===== config.mk =====
export PLATFORM = sky130hd
export DESIGN_NAME = pipeline_ctrl_hz
export DESIGN_NICKNAME = d
export VERILOG_FILES = /design/src/rtl/pipeline_ctrl_pkg.sv /design/src/rtl/pipeline_ctrl_hz_fwd_unit.sv /design/src/rtl/pipeline_ctrl_hz.sv
export SDC_FILE = /design/constraint.sdc
export NUM_CORES = 1
export LEC_CHECK = 0
export ABC_AREA = 1
export BUFFER_PORTS_ARGS = -buffer_cell sky130_fd_sc_hd__buf_4
export CAP_MARGIN = 20
export CORE_UTILIZATION = 25
export CTS_BUF_LIST = sky130_fd_sc_hd__clkbuf_8
export CTS_CLUSTER_SIZE = 8
export DETAILED_ROUTE_END_ITERATION = 16
export GPL_TIMING_DRIVEN = 0
export HOLD_SLACK_MARGIN = 0.1
export PLACE_DENSITY = 0.56
export SLEW_MARGIN = 0
export SYNTH_ARGS = -nofsm -noshare
export SYNTH_HDL_FRONTEND = slang
export SYNTH_SLANG_ARGS = --single-unit
export TNS_END_PERCENT = 50

===== constraint.sdc =====
create_clock -name clk -period 2.8 [get_ports clk]
set_clock_uncertainty 0.05 [all_clocks]
set_input_delay 0.56 -clock clk [delete_from_list [all_inputs] [get_ports clk]]
set_output_delay 0.56 -clock clk [all_outputs]
set_load 0.01 [all_outputs]

===== src/rtl/pipeline_ctrl_pkg.sv =====
// Shared opcodes, ALU-control codes, forwarding selects and MW control bundle
// for the 3-stage pipeline controller.
package pipeline_ctrl_pkg;

  localparam logic [6:0] OP_R      = 7'b0110011;
  localparam logic [6:0] OP_I      = 7'b0010011;
  localparam logic [6:0] OP_LOAD   = 7'b0000011;
  localparam logic [6:0] OP_STORE  = 7'b0100011;
  localparam logic [6:0] OP_BRANCH = 7'b1100011;

  // ALU control is {funct7[5], funct3}; memory ops add, branches subtract to compare
  localparam logic [3:0] ALU_ADD = 4'b0000;
  localparam logic [3:0] ALU_SUB = 4'b1000;

  localparam logic [2:0] BR_EQ = 3'b000;
  localparam logic [2:0] BR_NE = 3'b001;
  localparam logic [2:0] BR_LT = 3'b100;
  localparam logic [2:0] BR_GE = 3'b101;

  typedef enum logic [1:0] {
    REGF    = 2'b00,
    MW_ALU  = 2'b01,
    MW_LD   = 2'b10,
    WB_HOLD = 2'b11
  } fwd_sel_e;

  typedef struct packed {
    logic memw;
    logic memr;
    logic regw;
    logic mem2reg;
  } ctrl_t;

  function automatic logic br_cond(input logic [2:0] funct3, input logic zero, input logic lt);
    case (funct3)
      BR_EQ:   return zero;
      BR_NE:   return !zero;
      BR_LT:   return lt;
      BR_GE:   return !lt;
      default: return 1'b0;
    endcase
  endfunction

endpackage


===== src/rtl/pipeline_ctrl_hz_fwd_unit.sv =====
// Operand-source selection for EX from the MW stage and the WB hold register,
// plus the load-use stall request when load data cannot be forwarded in time.
module fwd_unit
  import pipeline_ctrl_pkg::*;
#(
  parameter int RADDR_W  = 5,
  parameter int LOAD_FWD = 0
) (
  input  logic [RADDR_W-1:0] rs1,
  input  logic [RADDR_W-1:0] rs2,
  input  logic               use_rs1,
  input  logic               use_rs2,
  input  logic               mw_regw,
  input  logic               mw_memr,
  input  logic [RADDR_W-1:0] mw_rd,
  input  logic               wb_regw,
  input  logic [RADDR_W-1:0] wb_rd,
  output fwd_sel_e           fwd_a,
  output fwd_sel_e           fwd_b,
  output logic               ld_use_req
);

  function automatic fwd_sel_e pick(input logic [RADDR_W-1:0] rs, input logic use_rs);
    if (!use_rs || rs == '0) return REGF;
    // MW outranks the older WB hold; an unforwardable load leaves the regfile path while stalled
    if (mw_regw && mw_rd == rs) begin
      if (!mw_memr)      return MW_ALU;
      if (LOAD_FWD != 0) return MW_LD;
      return REGF;
    end
    if (wb_regw && wb_rd == rs) return WB_HOLD;
    return REGF;
  endfunction

  logic hit_rs1, hit_rs2;

  always_comb begin
    fwd_a      = pick(rs1, use_rs1);
    fwd_b      = pick(rs2, use_rs2);
    hit_rs1    = use_rs1 && (rs1 == mw_rd);
    hit_rs2    = use_rs2 && (rs2 == mw_rd);
    ld_use_req = (LOAD_FWD == 0) && mw_memr && (mw_rd != '0) && (hit_rs1 || hit_rs2);
  end

endmodule


===== src/rtl/pipeline_ctrl_hz.sv =====
// 3-stage (IF/EX/MW) pipeline controller: EX decode, EX->MW control register, WB hold,
// forwarding, load-use and memory-wait stalls with timeout, and branch resolution.
module pipeline_ctrl_hz
  import pipeline_ctrl_pkg::*;
#(
  parameter int RADDR_W    = 5,
  parameter int LOAD_FWD   = 0,
  parameter int MEM_TO_W   = 8,
  parameter int MEM_TO_MAX = 200
) (
  input  logic               clk,
  input  logic               rst,
  input  logic [31:0]        inst_ex,
  input  logic               zero_flag,
  input  logic               lt_flag,
  input  logic               mem_ready,
  output logic [3:0]         alu_op,
  output logic               alu_src,
  output logic               memwq,
  output logic               memrq,
  output logic               regwq,
  output logic               mem2regq,
  output logic [RADDR_W-1:0] rd_mw,
  output logic [1:0]         fwd_a,
  output logic [1:0]         fwd_b,
  output logic               sel,
  output logic               flush,
  output logic               pc_en,
  output logic               stall,
  output logic               illegal,
  output logic               mem_err
);

  localparam logic [MEM_TO_W-1:0] TO_MAX  = MEM_TO_W'(MEM_TO_MAX);
  localparam logic [MEM_TO_W-1:0] TO_LAST = MEM_TO_W'(MEM_TO_MAX - 1);

  logic [6:0]         opcode;
  logic [2:0]         funct3;
  logic               funct7_b5;
  logic [RADDR_W-1:0] rs1, rs2, rd_ex;
  logic               unused_inst_bits;

  assign opcode           = inst_ex[6:0];
  assign funct3           = inst_ex[14:12];
  assign funct7_b5        = inst_ex[30];
  assign rd_ex            = inst_ex[7 +: RADDR_W];
  assign rs1              = inst_ex[15 +: RADDR_W];
  assign rs2              = inst_ex[20 +: RADDR_W];
  assign unused_inst_bits = ^{inst_ex[31], inst_ex[29:25]};

  ctrl_t dec;
  logic  is_branch, use_rs1, use_rs2;

  always_comb begin
    dec       = '0;
    alu_op    = ALU_ADD;
    alu_src   = 1'b0;
    illegal   = 1'b0;
    is_branch = 1'b0;
    use_rs1   = 1'b0;
    use_rs2   = 1'b0;
    case (opcode)
      OP_R: begin
        dec.regw = 1'b1;
        alu_op   = {funct7_b5, funct3};
        use_rs1  = 1'b1;
        use_rs2  = 1'b1;
      end
      OP_I: begin
        dec.regw = 1'b1;
        alu_src  = 1'b1;
        // funct7[5] only distinguishes SRAI from SRLI; elsewhere it is immediate data
        alu_op   = {funct7_b5 & (funct3 == 3'b101), funct3};
        use_rs1  = 1'b1;
      end
      OP_LOAD: begin
        dec.memr    = 1'b1;
        dec.regw    = 1'b1;
        dec.mem2reg = 1'b1;
        alu_src     = 1'b1;
        use_rs1     = 1'b1;
      end
      OP_STORE: begin
        dec.memw = 1'b1;
        alu_src  = 1'b1;
        use_rs1  = 1'b1;
        use_rs2  = 1'b1;
      end
      OP_BRANCH: begin
        is_branch = 1'b1;
        alu_op    = ALU_SUB;
        use_rs1   = 1'b1;
        use_rs2   = 1'b1;
      end
      default: illegal = 1'b1;
    endcase
  end

  ctrl_t              mw_q;
  logic               wb_regw;
  logic [RADDR_W-1:0] wb_rd;
  logic [MEM_TO_W-1:0] mem_cnt;
  fwd_sel_e           fwd_a_sel, fwd_b_sel;
  logic               ld_use_req, mem_stall, lu_stall;

  fwd_unit #(.RADDR_W(RADDR_W), .LOAD_FWD(LOAD_FWD)) u_fwd (
    .rs1        (rs1),
    .rs2        (rs2),
    .use_rs1    (use_rs1),
    .use_rs2    (use_rs2),
    .mw_regw    (mw_q.regw),
    .mw_memr    (mw_q.memr),
    .mw_rd      (rd_mw),
    .wb_regw    (wb_regw),
    .wb_rd      (wb_rd),
    .fwd_a      (fwd_a_sel),
    .fwd_b      (fwd_b_sel),
    .ld_use_req (ld_use_req)
  );

  // Memory wait outranks load-use; a branch only resolves on a cycle EX advances
  assign mem_stall = (mw_q.memr | mw_q.memw) & ~mem_ready;
  assign lu_stall  = ld_use_req & ~mem_stall;
  assign pc_en     = ~(mem_stall | lu_stall);
  assign stall     = ~pc_en;
  assign sel       = is_branch & br_cond(funct3, zero_flag, lt_flag) & pc_en;
  assign flush     = sel;
  assign fwd_a     = fwd_a_sel;
  assign fwd_b     = fwd_b_sel;

  always_ff @(posedge clk or negedge rst) begin
    if (!rst) begin
      mw_q    <= '0;
      rd_mw   <= '0;
      wb_regw <= 1'b0;
      wb_rd   <= '0;
      mem_cnt <= '0;
      mem_err <= 1'b0;
    end else if (!mem_stall) begin
      wb_regw <= mw_q.regw;
      wb_rd   <= rd_mw;
      mem_cnt <= '0;
      if (lu_stall) begin
        mw_q  <= '0;
        rd_mw <= '0;
      end else begin
        mw_q  <= dec;
        rd_mw <= rd_ex;
      end
    end else begin
      if (mem_cnt != TO_MAX) mem_cnt <= mem_cnt + MEM_TO_W'(1);
      if (mem_cnt == TO_LAST) mem_err <= 1'b1;
    end
  end

  assign memwq    = mw_q.memw;
  assign memrq    = mw_q.memr;
  assign regwq    = mw_q.regw;
  assign mem2regq = mw_q.mem2reg;

endmodule


=== Word level (Yosys, flattened, before mapping) ===
Index checks and enable logic that the tools add are counted.
W data, S select, Z words.

* Output and inout bits: 24
* Bits of input ports: 37
* Bits in registers: 24
* Bits in latches: 0
* Word-level logic and storage cells: 108
* Memory bits (read-only): 0
* RAM bits: 0
* Memories: 0

* Shift operators: 0
* Magnitude comparators: 0
* Eq/ne operators: 17
* Muxes and demuxes: 47
* Reduce and logical (&&, ||, !) cells: 24
* $add $sub $neg: 1
* Bitwise gates (word level): 10
* Multipliers: 0
* Div/mod/pow operators: 0

{| class="wikitable"
|+ Operator list
! kind !! number
|-
| $mux W2 || 16
|-
| $eq A5 B5 Y1 || 6
|-
| $mux W1 || 25
|-
| $mux W8 || 2
|-
| $eq A7 B6 Y1 const B || 2
|-
| $pmux W4 S3 || 1
|-
| $logic_not A5 Y1 || 2
|-
| $reduce_or A3 Y1 || 3
|-
| $add A8 B1 Y8 const B || 1
|-
| $eq A8 B8 Y1 const B || 1
|-
| $logic_and A1 B1 Y1 || 8
|-
| $ne A8 B8 Y1 const B || 1
|-
| $eq A7 B2 Y1 const B || 1
|-
| $eq A7 B5 Y1 const B || 1
|-
| $eq A7 B7 Y1 const B || 1
|-
| $eq A3 B3 Y1 const B || 2
|-
| $and A1 B1 Y1 || 5
|-
| $mux W5 || 1
|-
| $reduce_bool A5 Y1 || 1
|-
| $reduce_or A5 Y1 || 1
|-
| $logic_not A1 Y1 || 4
|-
| $mux W4 || 1
|-
| $pmux W1 S4 || 1
|-
| $eq A3 B1 Y1 const B || 1
|-
| 6 further kinds || 11
|}

=== Depth between registers and ports, before layout ===
* Word-level depth: 13
* Gate-level depth with buffers: 11
* Mapped depth without buffers: 10

=== Hierarchy ===
From an unflattened synthesis, not the netlist that was laid out.

* Cells, all modules: 279
* Area, all modules: 1781.7 um^2

{| class="wikitable"
|+ By module, submodules not included
! module !! times used !! area an instance (um^2) !! cells each !! seq. area each (um^2)
|-
| pipeline_ctrl_hz || 1 || 1333.8 || 179 || 575.6
|-
| fwd_unit || 1 || 447.9 || 100 || 0.0
|}

=== Worst setup path after synthesis ===
OpenSTA, ideal clock, no wires.

* Path type: in2out
* Start point: input port inst_ex[2]
* End point: output port alu_op[3]
* Data required time: 2.190 ns
* Stages: 7
* Arrival: 1.550 ns
* Slack: 0.640 ns
* Buffers on the path: 0
* Cells stage by stage: inv_1 > nand2_1 > nor2_8 > nand3_1 > nor2_1 > a21boi_0 > o21ai_0

* Word-level cells in the longest chain between the ends: 2
* Elaborated cells on any way between the ends: 4
* Those cells by class: 3 x eq/ne; 1 x mux

{| class="wikitable"
|+ Ends and longest elaborated chain
! item !! line !! text
|-
| start: declaration || pipeline_ctrl_hz.sv:13 || <nowiki>input logic [31:0] inst_ex,</nowiki>
|-
| $eq A7 B7 Y1, or another cell as far along || pipeline_ctrl_hz.sv:62 || <nowiki>case (opcode)</nowiki>
|-
| $pmux W4 S3 (*) || pipeline_ctrl_hz.sv:62 ||
|-
| end: declaration || pipeline_ctrl_hz.sv:17 || <nowiki>output logic [3:0] alu_op,</nowiki>
|}

Mark *: on every way between the ends. The rest lies on a longest branch, timed or not.

=== Worst setup path after layout ===
* Start point: register mw_q, in the netlist memrq
* End point: output port sel

* Word-level cells in the longest chain between the ends: 7
* Elaborated cells on any way between the ends: 9
* Those cells by class: 7 x bitwise; 2 x reduce/logical

{| class="wikitable"
|+ Ends and longest elaborated chain
! item !! line !! text
|-
| start: declaration || pipeline_ctrl_hz.sv:99 || <nowiki>ctrl_t mw_q;</nowiki>
|-
| start signal: assignment || pipeline_ctrl_hz.sv:133 || <nowiki>mw_q <= '0;</nowiki>
|-
| start signal: assignment || pipeline_ctrl_hz.sv:144 || <nowiki>mw_q <= '0;</nowiki>
|-
| start signal: assignment || pipeline_ctrl_hz.sv:147 || <nowiki>mw_q <= dec;</nowiki>
|-
| $or A1 B1 Y1 || pipeline_ctrl_hz.sv:122 || <nowiki>assign mem_stall = (mw_q.memr | mw_q.memw) & ~mem_ready;</nowiki>
|-
| $and A1 B1 Y1 || pipeline_ctrl_hz.sv:122 ||
|-
| $not A1 Y1 || pipeline_ctrl_hz.sv:123 || <nowiki>assign lu_stall = ld_use_req & ~mem_stall;</nowiki>
|-
| $and A1 B1 Y1 || pipeline_ctrl_hz.sv:123 ||
|-
| $or A1 B1 Y1 (*) || pipeline_ctrl_hz.sv:124 || <nowiki>assign pc_en = ~(mem_stall | lu_stall);</nowiki>
|-
| $not A1 Y1 (*) || pipeline_ctrl_hz.sv:124 ||
|-
| $and A1 B1 Y1 (*) || pipeline_ctrl_hz.sv:126 || <nowiki>assign sel = is_branch & br_cond(funct3, zero_flag, lt_flag) & pc_en;</nowiki>
|-
| end: declaration || pipeline_ctrl_hz.sv:26 || <nowiki>output logic sel,</nowiki>
|}

Marks and branches as above.

==> results.cfg <==
[floorplanning]
coreArea_um2 = 6314
rows = 29
die_x_um = 82.60
num_io_pins = 61
die_h_um = 82.60
dieArea_um2 = 6823
start_util_pct = 25.72

[power_and_ir_drop]
p_sw_mw = 0.1881
leakage_nw = 1.199
powerDensity_nw_per_um2 = 318.6
swShare_pct = 27.20
ir_worst_vdd_uv = 150.1
comb_power_share_pct = 18.4
p_clk_share_pct = 29.9
p_int_mw = 0.5036
seq_power_share_pct = 51.6

[sta]
whs_ns = 0.1260
setup_tns_ns = 0
rsz0062_at_grt = no
finalSetupViolCount = 0
slew_headroom_pct = 72.36
finalMaxSlewViolations = 0
worstMarginPinSlew_ns = 0.4111
hold_viol = 0
period_share_pct = 89.62
max_clock_freq_ghz = 0.3985
period_needed_ns = 2.509

[clock_tree]
clock_latency_ns = 0.27
numClockSinks = 23
numCtsBuffers = 3
cts_tree = yes
htreeDepth = 1
cts_hold_buf = 0
cts_repair_resize_count = 0
path_clk_slew_ns = 0.08
postCtsSetupBuffers = 0
cts_buffer_depth = 2
cts-root-buf = clkbuf_8

[critical_path]
r2r-start = memrq$_DFFE_PN0N_
critPathBufInv = 4
endpoint_kind = primary output
reg2regPathDepth = 6
cp.depth = 8
worstSetupPathType = reg2out
crit_chain = nand2_1 > nand2_1 > inv_1 > buf_2 > nand2_4 > nor2_2 > buf_4 > buf_4
crit_arrival_ns = 1.90
required_ns = 2.19
cp_slowest_cell = dfrtp_1
crit_path_start_kind = flop
worst_path_largest_cell_delay_ns = 0.48
startpoint = memrq$_DFFE_PN0N_
cp_max_fo = 10
path_delay_family = buffers and inverters

[synthesis]
synth_edf_count = 0
ys_types = 31
synth_flop_cell = dfrtp_1
synth.avg_cell_area_um2 = 7.092
synth_fp_nets = 268
ys_ff_latch = 23
ys_top_cells_by_count = nand2_1, inv_1, dfrtp_1
yosysMostFrequentCell = nand2_1
synth_area_um2 = 1624
synth_cells = 229
synthArstFlopShare_pct = 100.0
yosys_warnings = 0
synth_area_leaders = dfrtp_1, nand2_1, inv_1, nand3_1, o21ai_0
synth_area_leader_cell = dfrtp_1
synth_top_area_share_pct = 35.44
yosysSeqAreaShare_pct = 35.44

[global_routing]
grt.total_usage_pct = 12.80
grt_pass1_vias = 1476
grt_pass1_wl_mm = 6.679
antenna_found_initial = 0
grtUsageMet2_pct = 22.07
grt_max_degree = 24
met3_usage_pct = 1.319
grt.met1_usage_pct = 17.07
grt_overflow_total = 0
grt.busiest_layer = met2

[cells_and_area]
area_delta_synth_final_pct = 33.67
drive_above_1_share_pct = 26.13
n_fill_cell = 705
nets = 327
n_antenna_cell = 0

[place]
routabilityCongestion = 0.8364
post-dp-hpwl_mm = 3.369
portBuffers = 54

[route]
wire_per_inst_um = 11.52
first_iter_violations = 41
ant_nets = 0
wirelength_mm = 4.194
drc = 0
viasPerCell = 4.404
firstDrtPassIters = 4
vias = 1603

[run]
maxCapViolations = 0

[min_path]
hold_path_class = in2async

[outcome]
status = finished, final reports clean
[final cells by class]
type | instances | area, um^2 | share of cell area, %
Timing Repair Buffer | 54 | 405.4 | 18.67
Clock buffer | 3 | 41.29 | 1.902
Multi-Input combinational cell | 164 | 867.1 | 39.94
Inverter | 37 | 138.9 | 6.398
Clock inverter | 1 | 3.754 | 0.1729
Sequential cell | 23 | 575.6 | 26.51
Tap cell | 77 | 96.34 | 4.438
Buffer | 5 | 42.54 | 1.960
[stage by stage]
step	utilization, %	area, um^2	worst slack (ns)	power [mW]	instances
floorplan	-	1624	0.6398	0.4212	229
global placement	33.67	2126	0.3266	0.4917	360
detailed placement	33.67	2126	0.3229	0.4934	360
CTS	34.38	2171	0.2770	0.6992	364
global route	34.38	2171	0.1476	0.7246	364
finish	34.38	2171	0.2907	0.6917	364
[per-layer routing]
| metal | vias up | part of all wire [%] |
|---|---|---|
| met5 | - | 0 |
| met4 | 0 | 0.83 |
| met3 | 4 | 4.9 |
| met2 | 34 | 45 |
| met1 | 721 | 49 |
| li1 | 844 | - |
[cell usage in the layout (no fill, tap or decap), types with 2 or more instances in the layout]
cell type and n:
nor2_2 2, nand2_2 3, clkbuf_8 3, xnor2_1 7, o21a_1 2, inv_1 37, nand3b_1 2, nand4_1 4
a21oi_1 9, nand3_1 20, xor2_1 6, o21ai_0 13, nand2_4 2, nor2_1 15, buf_4 56, buf_6 2
ha_1 2, nor3_1 4, and3_1 2, nand2_1 61, nor4_1 2, dfrtp_1 23
[cells by family (layout without fill, tap and decap cells)]
logic type / after synthesis / in the layout / share of synthesized area (%)
and+or+nand+nor: 120 / 120 / 34.67
buffers and inverters: 42 / 100 / 11.17
AOI/OAI and AO/OA: 29 / 29 / 10.17
DFF: 23 / 23 / 35.44
xor gates and xnor gates: 13 / 13 / 7.011
adders and majority gates: 2 / 2 / 1.541
[path summary, 6_finish.rpt]
kind,to,slack [ns]
setup / recovery,sel,0.29
hold / removal,wb_rd[4]$_DFFE_PN0N_,0.13
setup reg to reg,mem_cnt[4]$_DFFE_PN0P_,1.22
hold reg to reg,mem_err$_DFFE_PN0P_,0.44
max in group asynchronous,mem_cnt[6]$_DFFE_PN0P_,2.34
min in group clk,mem_err$_DFFE_PN0P_,0.44
[power by group through the flow]
stage          logic, mW  registers (mW)  clock network [mW]
6_report           0.128           0.357               0.207
3_3_place_gp       0.128           0.364                   0
3_5_place_dp       0.129           0.364                   0
5_1_grt            0.145           0.359               0.221
2_1_floorplan     0.0592           0.362                   0
4_1_cts            0.130           0.357               0.212
[state kept, by name, summed over array words and instances (netlist names)]
register  cells
wb_rd         5
mem_err       1
wb_regw       1
memrq         1
regwq         1
rd_mw         5
memwq         1
mem_cnt       8
Power figures use the tool's default switching activity.
